[src/rtl/mem_stage_pkg.sv]
// Shared widths and bus payload layouts for the MEM pipeline stage.
package mem_stage_pkg;

  localparam int unsigned DATA_W           = 32;
  localparam int unsigned REG_ADDR_W       = 5;
  localparam int unsigned STAGE_W          = 3;
  localparam int unsigned BEN_W            = 4;
  localparam int unsigned EXE_TO_MEM_BUS_WD = 79;
  localparam int unsigned MEM_TO_WB_BUS_WD  = 73;
  localparam int unsigned MEM_TO_BY_BUS_WD  = 40;

  typedef struct packed {
    logic [STAGE_W-1:0]    wdata_valid_stage;
    logic                  rf_w_en;
    logic                  rf_w_data;
    logic                  data_ram_wd;
    logic [BEN_W-1:0]      b_en;
    logic [REG_ADDR_W-1:0] rf_w_addr;
    logic [DATA_W-1:0]     alu_result;
    logic [DATA_W-1:0]     inst_pc;
  } exe_to_mem_t;

  typedef struct packed {
    logic [STAGE_W-1:0]    wdata_valid_stage;
    logic                  rf_w_en;
    logic [REG_ADDR_W-1:0] rf_w_addr;
    logic [DATA_W-1:0]     mem_result;
    logic [DATA_W-1:0]     inst_pc;
  } mem_to_wb_t;

  typedef struct packed {
    logic [REG_ADDR_W-1:0] rf_w_addr;
    logic [DATA_W-1:0]     mem_result;
    logic                  wdata_valid;
    logic                  mem_valid;
    logic                  rf_w_en;
  } mem_to_by_t;

endpackage

[src/rtl/mem_stage_load_align.sv]
// Load data alignment: one-hot byte select with sign extension, or word pass-through.
module load_align
  import mem_stage_pkg::*;
(
  input  logic [DATA_W-1:0] raw_rdata,
  input  logic [BEN_W-1:0]  b_en,
  input  logic              wd,
  output logic [DATA_W-1:0] aligned_load
);

  logic [7:0] sel_byte;
  logic       byte_ok;

  always_comb begin
    sel_byte = 8'h00;
    byte_ok  = 1'b1;
    case (b_en)
      4'b0001: sel_byte = raw_rdata[7:0];
      4'b0010: sel_byte = raw_rdata[15:8];
      4'b0100: sel_byte = raw_rdata[23:16];
      4'b1000: sel_byte = raw_rdata[31:24];
      default: byte_ok  = 1'b0;
    endcase
  end

  always_comb begin
    aligned_load = raw_rdata;
    if (wd) begin
      aligned_load = byte_ok ? {{(DATA_W-8){sel_byte[7]}}, sel_byte} : DATA_W'(0);
    end
  end

endmodule

[src/rtl/mem_stage.sv]
// MEM pipeline stage: captures EXE payload, merges Data RAM read data with a
// stall-safe hold buffer, and drives WB and bypass buses.
module mem_stage
  import mem_stage_pkg::*;
(
  input  logic                         clk,
  input  logic                         reset,
  input  logic [EXE_TO_MEM_BUS_WD-1:0] EXE_to_MEM_bus,
  input  logic                         EXE_to_MEM_valid,
  output logic                         MEM_allow_in,
  input  logic [DATA_W-1:0]            data_ram_r_data,
  input  logic                         WB_allow_in,
  output logic                         MEM_to_WB_valid,
  output logic [MEM_TO_WB_BUS_WD-1:0]  MEM_to_WB_bus,
  output logic [MEM_TO_BY_BUS_WD-1:0]  MEM_to_BY_bus
);

  exe_to_mem_t       exe_reg;
  logic              mem_valid;
  logic              first_cycle;
  logic              buf_valid;
  logic [DATA_W-1:0] rdata_buf;
  logic [DATA_W-1:0] raw_rdata;
  logic [DATA_W-1:0] aligned_load;
  logic [DATA_W-1:0] mem_result;
  logic              accept;
  logic              leave;
  mem_to_wb_t        wb_bus;
  mem_to_by_t        by_bus;

  assign MEM_allow_in    = ~mem_valid | WB_allow_in;
  assign MEM_to_WB_valid = mem_valid;
  assign accept          = MEM_allow_in & EXE_to_MEM_valid;
  assign leave           = mem_valid & WB_allow_in;

  // Pipeline register and valid bit
  always_ff @(posedge clk or posedge reset) begin
    if (reset) begin
      mem_valid   <= 1'b0;
      exe_reg     <= '0;
      first_cycle <= 1'b0;
    end else begin
      first_cycle <= accept;
      if (MEM_allow_in) begin
        mem_valid <= EXE_to_MEM_valid;
      end
      if (accept) begin
        exe_reg <= exe_to_mem_t'(EXE_to_MEM_bus);
      end
    end
  end

  // RAM data is only ours in the first cycle; keep a copy if WB stalls us then
  always_ff @(posedge clk or posedge reset) begin
    if (reset) begin
      buf_valid <= 1'b0;
      rdata_buf <= '0;
    end else if (leave) begin
      buf_valid <= 1'b0;
    end else if (first_cycle & mem_valid & ~WB_allow_in) begin
      buf_valid <= 1'b1;
      rdata_buf <= data_ram_r_data;
    end
  end

  assign raw_rdata = buf_valid ? rdata_buf : data_ram_r_data;

  load_align u_load_align (
    .raw_rdata    (raw_rdata),
    .b_en         (exe_reg.b_en),
    .wd           (exe_reg.data_ram_wd),
    .aligned_load (aligned_load)
  );

  assign mem_result = exe_reg.rf_w_data ? aligned_load : exe_reg.alu_result;

  always_comb begin
    wb_bus                   = '0;
    wb_bus.wdata_valid_stage = exe_reg.wdata_valid_stage;
    wb_bus.rf_w_en           = exe_reg.rf_w_en;
    wb_bus.rf_w_addr         = exe_reg.rf_w_addr;
    wb_bus.mem_result        = mem_result;
    wb_bus.inst_pc           = exe_reg.inst_pc;
  end

  // Bypass data is usable once it was final at EXE or MEM
  always_comb begin
    by_bus             = '0;
    by_bus.rf_w_addr   = exe_reg.rf_w_addr;
    by_bus.mem_result  = mem_result;
    by_bus.wdata_valid = mem_valid & (exe_reg.wdata_valid_stage[0] | exe_reg.wdata_valid_stage[1]);
    by_bus.mem_valid   = mem_valid;
    by_bus.rf_w_en     = exe_reg.rf_w_en;
  end

  assign MEM_to_WB_bus = wb_bus;
  assign MEM_to_BY_bus = by_bus;

endmodule
[config.mk]
export PLATFORM = sky130hd
export DESIGN_NAME = mem_stage
export DESIGN_NICKNAME = d
export VERILOG_FILES = /design/src/rtl/mem_stage_pkg.sv /design/src/rtl/mem_stage_load_align.sv /design/src/rtl/mem_stage.sv
export SDC_FILE = /design/constraint.sdc
export NUM_CORES = 1
export LEC_CHECK = 0
export BUFFER_PORTS_ARGS = -buffer_cell sky130_fd_sc_hd__buf_2
export CAP_MARGIN = 20
export CORE_AREA = 2 2 127 129
export DETAILED_ROUTE_END_ITERATION = 8
export DIE_AREA = 0 0 129 131
export PLACE_DENSITY = 0.68
export SETUP_SLACK_MARGIN = 0.1
export SLEW_MARGIN = 20
export SYNTH_ARGS = -nofsm -noshare
export SYNTH_HDL_FRONTEND = slang
export SYNTH_HIERARCHICAL = 1
export SYNTH_SLANG_ARGS = --single-unit
[constraint.sdc]
create_clock -name clk -period 4.8 [get_ports clk]
set_input_delay 0.48 -clock clk [delete_from_list [all_inputs] [get_ports clk]]
set_output_delay 0.48 -clock clk [all_outputs]
set_load 0.05 [all_outputs]
## After elaboration in Yosys (flattened, before gate mapping)

Cells that the tools add are included.
W data, S select, Z words.

| cells by class | value |
|---|---|
| equality and inequality tests | 4 |
| muxes and demuxes | 8 |
| bitwise logic cells | 10 |
| reduce and logical (&&, ||, !) cells | 3 |

Operators by type and width:

| operator | count |
|---|---|
| $mux W32 | 4 |
| $pmux W8 S4 | 1 |
| $and A1 B1 Y1 | 5 |
| $eq A4 B1 Y1 const B | 1 |
| $eq A4 B2 Y1 const B | 1 |
| $eq A4 B3 Y1 const B | 1 |
| $eq A4 B4 Y1 const B | 1 |
| $reduce_or A4 Y1 | 1 |
| $mux W1 | 3 |
| $not A1 Y1 | 3 |
| $or A1 B1 Y1 | 2 |
| $reduce_and A2 Y1 | 1 |
| $reduce_bool A2 Y1 | 1 |

| word-level totals | value |
|---|---|
| bits in registers | 114 |
| word-level logic and storage cells | 37 |

## Longest topological paths before layout

| logic depth | value |
|---|---|
| depth in word-level cells | 6 |
| mapped depth | 10 |
| mapped depth without buffers | 6 |

## Hierarchy

The synthesis kept the hierarchy.

By module, submodules not included:

| module | times used | cells an instance | area an instance (µm²) |
|---|---|---|---|
| mem_stage | 1 | 397 | 5,651.7 |
| load_align | 1 | 107 | 704.4 |

## Least setup slack after synthesis

OpenSTA, ideal clock, no wires.

| path | value |
|---|---|
| kind | register to output |
| start | reg buf_valid |
| end | out MEM_to_WB_bus[53] |
| arrival time | 2,518 ps |
| data required time | 4,320 ps |
| slack | 1,802 ps |
| stages on the path, launching flop included | 11 |
| buffers on the path | 4 |
| cells stage by stage | dfrtp_1 > clkbuf_1 > buf_2 > mux2_2 > and3b_1 > o21ai_0 > a221o_1 > buf_6 > o21ai_2 > mux2_2 > buf_4 |

| between the ends | value |
|---|---|
| word-level cells in the longest chain between the ends | 5 |

RTL lines:

| what | RTL line | RTL |
|---|---|---|
| start: declaration | mem_stage.sv:21 | `logic buf_valid;` |
| start signal: assignment | mem_stage.sv:56 | `buf_valid <= 1'b0;` |
| start signal: assignment | mem_stage.sv:59 | `buf_valid <= 1'b0;` |
| start signal: assignment | mem_stage.sv:61 | `buf_valid <= 1'b1;` |
| $mux W32 | mem_stage.sv:66 | `assign raw_rdata = buf_valid ? rdata_buf : data_ram_r_data;` |
| net raw_rdata[15] | mem_stage.sv:23 | `logic [DATA_W-1:0] raw_rdata;` |
| $pmux W8 S4 | mem_stage_load_align.sv:17 | `case (b_en)` |
| $mux W32 | mem_stage_load_align.sv:29 | `aligned_load = byte_ok ? {{(DATA_W-8){sel_byte[7]}}, sel_byte} : DATA_W'(0);` |
| $mux W32 | mem_stage_load_align.sv:28 | `if (wd) begin` |
| net aligned_load[21] | mem_stage.sv:24 | `logic [DATA_W-1:0] aligned_load;` |
| $mux W32 | mem_stage.sv:75 | `assign mem_result = exe_reg.rf_w_data ? aligned_load : exe_reg.alu_result;` |
| end: declaration | mem_stage.sv:14 | `output logic [MEM_TO_WB_BUS_WD-1:0] MEM_to_WB_bus,` |

The timed path passes the listed nets, and every way through them passes these cells.

## Worst setup path in the final report

| path | value |
|---|---|
| start | reg buf_valid |
| end | out MEM_to_BY_bus[10] |

| between the ends | value |
|---|---|
| word-level cells in the longest chain between the ends | 5 |

RTL lines:

| what | RTL line | RTL |
|---|---|---|
| $mux W32 | mem_stage.sv:66 |  |
| net raw_rdata[23] | mem_stage.sv:23 |  |
| $pmux W8 S4 | mem_stage_load_align.sv:17 |  |
| $mux W32 | mem_stage_load_align.sv:29 |  |
| $mux W32 | mem_stage_load_align.sv:28 |  |
| net aligned_load[7] | mem_stage.sv:24 |  |
| $mux W32 | mem_stage.sv:75 |  |
| end: declaration | mem_stage.sv:15 | `output logic [MEM_TO_BY_BUS_WD-1:0] MEM_to_BY_bus` |

The timed path passes the listed nets, and every way through them passes these cells.

==> flow_summary_export.csv <==
group,metric,value,unit
placement,place.gp.congestion,0.8303,
floorplanning,fp.dieW,129,um
routing,totalWireLength,14880,um
routing,wl_met3,1025,um
logic_synthesis,synth_area,6356,sq um
floorplanning,io-pin-count,230,
clock_tree,clkTransAtPathRegs,0.05,ns
status,status,"finished clean",
routing,vias,4221,
clock_tree,clkSinkCount,114,
grt,gr-total-overflow,0,
timing,hold_ws,0.2150,ns
timing,finalCritPeriodShare,80.08,%
logic_synthesis,synth_area_leaders,"dfrtp_1 (45%), mux2_2 (31%), buf_4 (9.8%)",
clock_tree,clockBufferDepth,2,
cells_and_area,drive_above_1_share,70.05,%
logic_synthesis,postSynthCellCount,504,
logic_synthesis,synthArstFlopShare,100.0,%
worst_setup_path,reg2reg_depth,2,
worst_hold_path,hp-class,"input pin to async pin",
pwr,peakVddDrop,0.2355,mV
clock_tree,post-cts-setup-buffer-count,0,
logic_synthesis,yosysTopAreaCell,"dfrtp_1",
floorplanning,core_area,15600,sq um
logic_synthesis,netlist-cell-type-count,27,
grt,grt_max_degree,83,
timing,setup_viol,0,
logic_synthesis,syn_avg_cell_area,12.61,sq um
routing,via_per_inst,4.791,
routing,drtAntennaViolNets,0,
logic_synthesis,synth-main-ff-cell,"dfrtp_1",
timing,worst_slew_pin_slew,0.8887,ns
logic_synthesis,ys_warn_count,6,
run,drv_cap,0,
worst_setup_path,cp-end-kind,"output port",
logic_synthesis,synth_top_area_share,44.88,%
logic_synthesis,ys_ff_latch,114,
cells_and_area,syn2layout_area_growth,19.74,%
grt,grt_pass1_vias,4349,
floorplanning,design.die.area,16900,sq um
floorplanning,initial_utilization,40.75,%
routing,drt_first_iter_violations,198,
logic_synthesis,yosysMostFrequentCell,"mux2_2",
timing,rsz0062_at_grt,"no",
worst_setup_path,critPathKind,"register to output port",
worst_setup_path,required,4.32,ns
timing,fin_worst_skew,0.003782,ns
clock_tree,h-tree-depth,4,
logic_synthesis,yosys-top-cells-count,"mux2_2 (175), dfrtp_1 (114), buf_4 (83)",
cells_and_area,finalInstanceArea,7611,sq um
placement,dpl_cell_area,6983,sq um
worst_setup_path,worstPathArrival,3.36,ns
placement,dp_cells,845,
pwr,p_per_area,525.0,nW/um^2
worst_setup_path,r2r-end,"rdata_buf[18]",
floorplanning,chipHeight,131,um
cells_and_area,nNetsFinal,763,
logic_synthesis,synth.yosys.seq_area_share,44.88,%
worst_setup_path,reg2reg_from,"MEM_to_WB_valid",
logic_synthesis,synth_edf_count,0,
worst_setup_path,cp-start-kind,"register",
clock_tree,cts_resized,0,
grt,antenna_found_initial,4,
timing,relSlewSlack,40.44,%
routing,wl_met1,6207,um
logic_synthesis,syn_nets,619,
cells_and_area,largest_reg_flops,38,
worst_setup_path,critPathMaxFanout,25,
timing,fmax,260.2,MHz
clock_tree,cts_made_buffers,17,
routing,routedWlPerCell,16.89,um
cells_and_area,final_core_util,48.80,%
clock_tree,cts-root-buf,"clkbuf_16",
clock_tree,hold_buffers,0,
routing,firstDrtPassIters,4,
routing,wl_met2,7429,um
pwr,leakage,0.003639,uW
clock_tree,cts_tree,"yes",
worst_setup_path,r2r_slack,2.93,ns
floorplanning,fp-row-count,46,
routing,drc,0,
grt,grt_pass1_wl,22920,um
placement,port_buffers,229,
cells_and_area,finalNonFillerCells,881,
routing,top_layer,"met4",
timing,finalMaxSlewViolations,0,
clock_tree,clkLatencyLatePin,0.41,ns
grt,grt.total_usage,18.02,%
timing,finalHoldViolCount,0,
timing,period_needed,3.844,ns
timing,tns,0,ns
placement,dpl.hpwl,10820,um
per-layer routing:
layer  up-vias  GRT usage, %
li1       1978             -
met1      2069         21.69
met2       158         30.53
met3        16         5.537
met4         0         6.777
met5         -             0
cell usage in the layout, fill, tap and decap left out:
master	instances
bufinv_16	3
o21ai_1	3
mux2_2	175
diode_2	4
clkinv_4	1
buf_4	5
nor2_1	2
o21a_1	1
o22a_1	7
o21ai_2	19
clkinvlp_4	2
clkbuf_1	3
dfrtp_1	114
buf_2	229
clkbuf_16	17
clkinv_1	1
inv_1	26
nand2b_2	1
inv_6	1
or2b_1	1
nand3b_2	1
clkinv_2	3
o2bb2ai_1	7
a22oi_1	14
nor2b_1	4
nand2_8	1
a21oi_1	2
a221o_1	1
clkbuf_8	3
or2_2	2
o21ai_0	7
a21o_1	1
and3b_1	4
critical path: stages (launching register included):
cell and delay [ns]:
dfrtp_1 0.90, mux2_2 0.43, and3b_1 0.17, o21ai_0 0.19, a221o_1 0.18, buf_4 0.36, o21ai_0 0.20, mux2_2 0.31
buf_2 0.21
stage by stage:
| stage | power, uW | setup WS [ns] |
|---|---|---|
| 2_1_floorplan | 2568 | 1.304 |
| 3_3_place_gp | 2693 | 1.460 |
| 6_report | 3996 | 0.9563 |
| 3_5_place_dp | 2724 | 1.357 |
| 5_1_grt | 4181 | 0.7565 |
| 4_1_cts | 4039 | 0.9077 |
cell families (layout without fill, tap and decap cells):
logic type / count (synthesis) / count (layout) / synth area share [%]
muxes: 175 / 175 / 31.00
AOI/OAI and AO/OA: 62 / 62 / 7.539
other: 0 / 4 / 0
DFF: 114 / 114 / 44.88
and+or+nand+nor: 16 / 16 / 1.870
buffers and inverters: 137 / 294 / 14.70
worst max-delay path by stage:
| stage | cells past startpoint | slack (ns) | start | end |
|---|---|---|---|---|
| finish | 8 | 0.96 | buf_valid | MEM_to_BY_bus[10] |
| global route | 8 | 0.76 | buf_valid | MEM_to_WB_bus[39] |
| CTS | 8 | 0.91 | buf_valid | MEM_to_WB_bus[39] |
| detailed placement | 8 | 1.36 | buf_valid | MEM_to_BY_bus[10] |
| global placement | 8 | 1.46 | buf_valid | MEM_to_WB_bus[39] |
| floorplan | 1 | 1.30 | reset | MEM_to_BY_bus[0] |
power breakdown:
| group | switching [uW] | total, uW | internal [uW] | leakage, uW |
|---|---|---|---|---|
| logic | 1020 | 1480 | 460 | 0.00201 |
| registers | 95.6 | 1220 | 1130 | 0.00134 |
| clock network | 442 | 1300 | 855 | 0.000293 |
| total | 1560 | 4000 | 2440 | 0.00364 |
area by class of cell:
type                       instances  area (sq um)
antenna                            4         10.01
clock buffer                      23         478.0
clock inverter                     9         128.9
fill                            1425          7986
inverter                          28         110.1
multi-input combinational        253          2577
sequential                       114          2853
tap                              216         270.3
timing repair buffer             234          1184
Power figures use the tool's default switching activity.
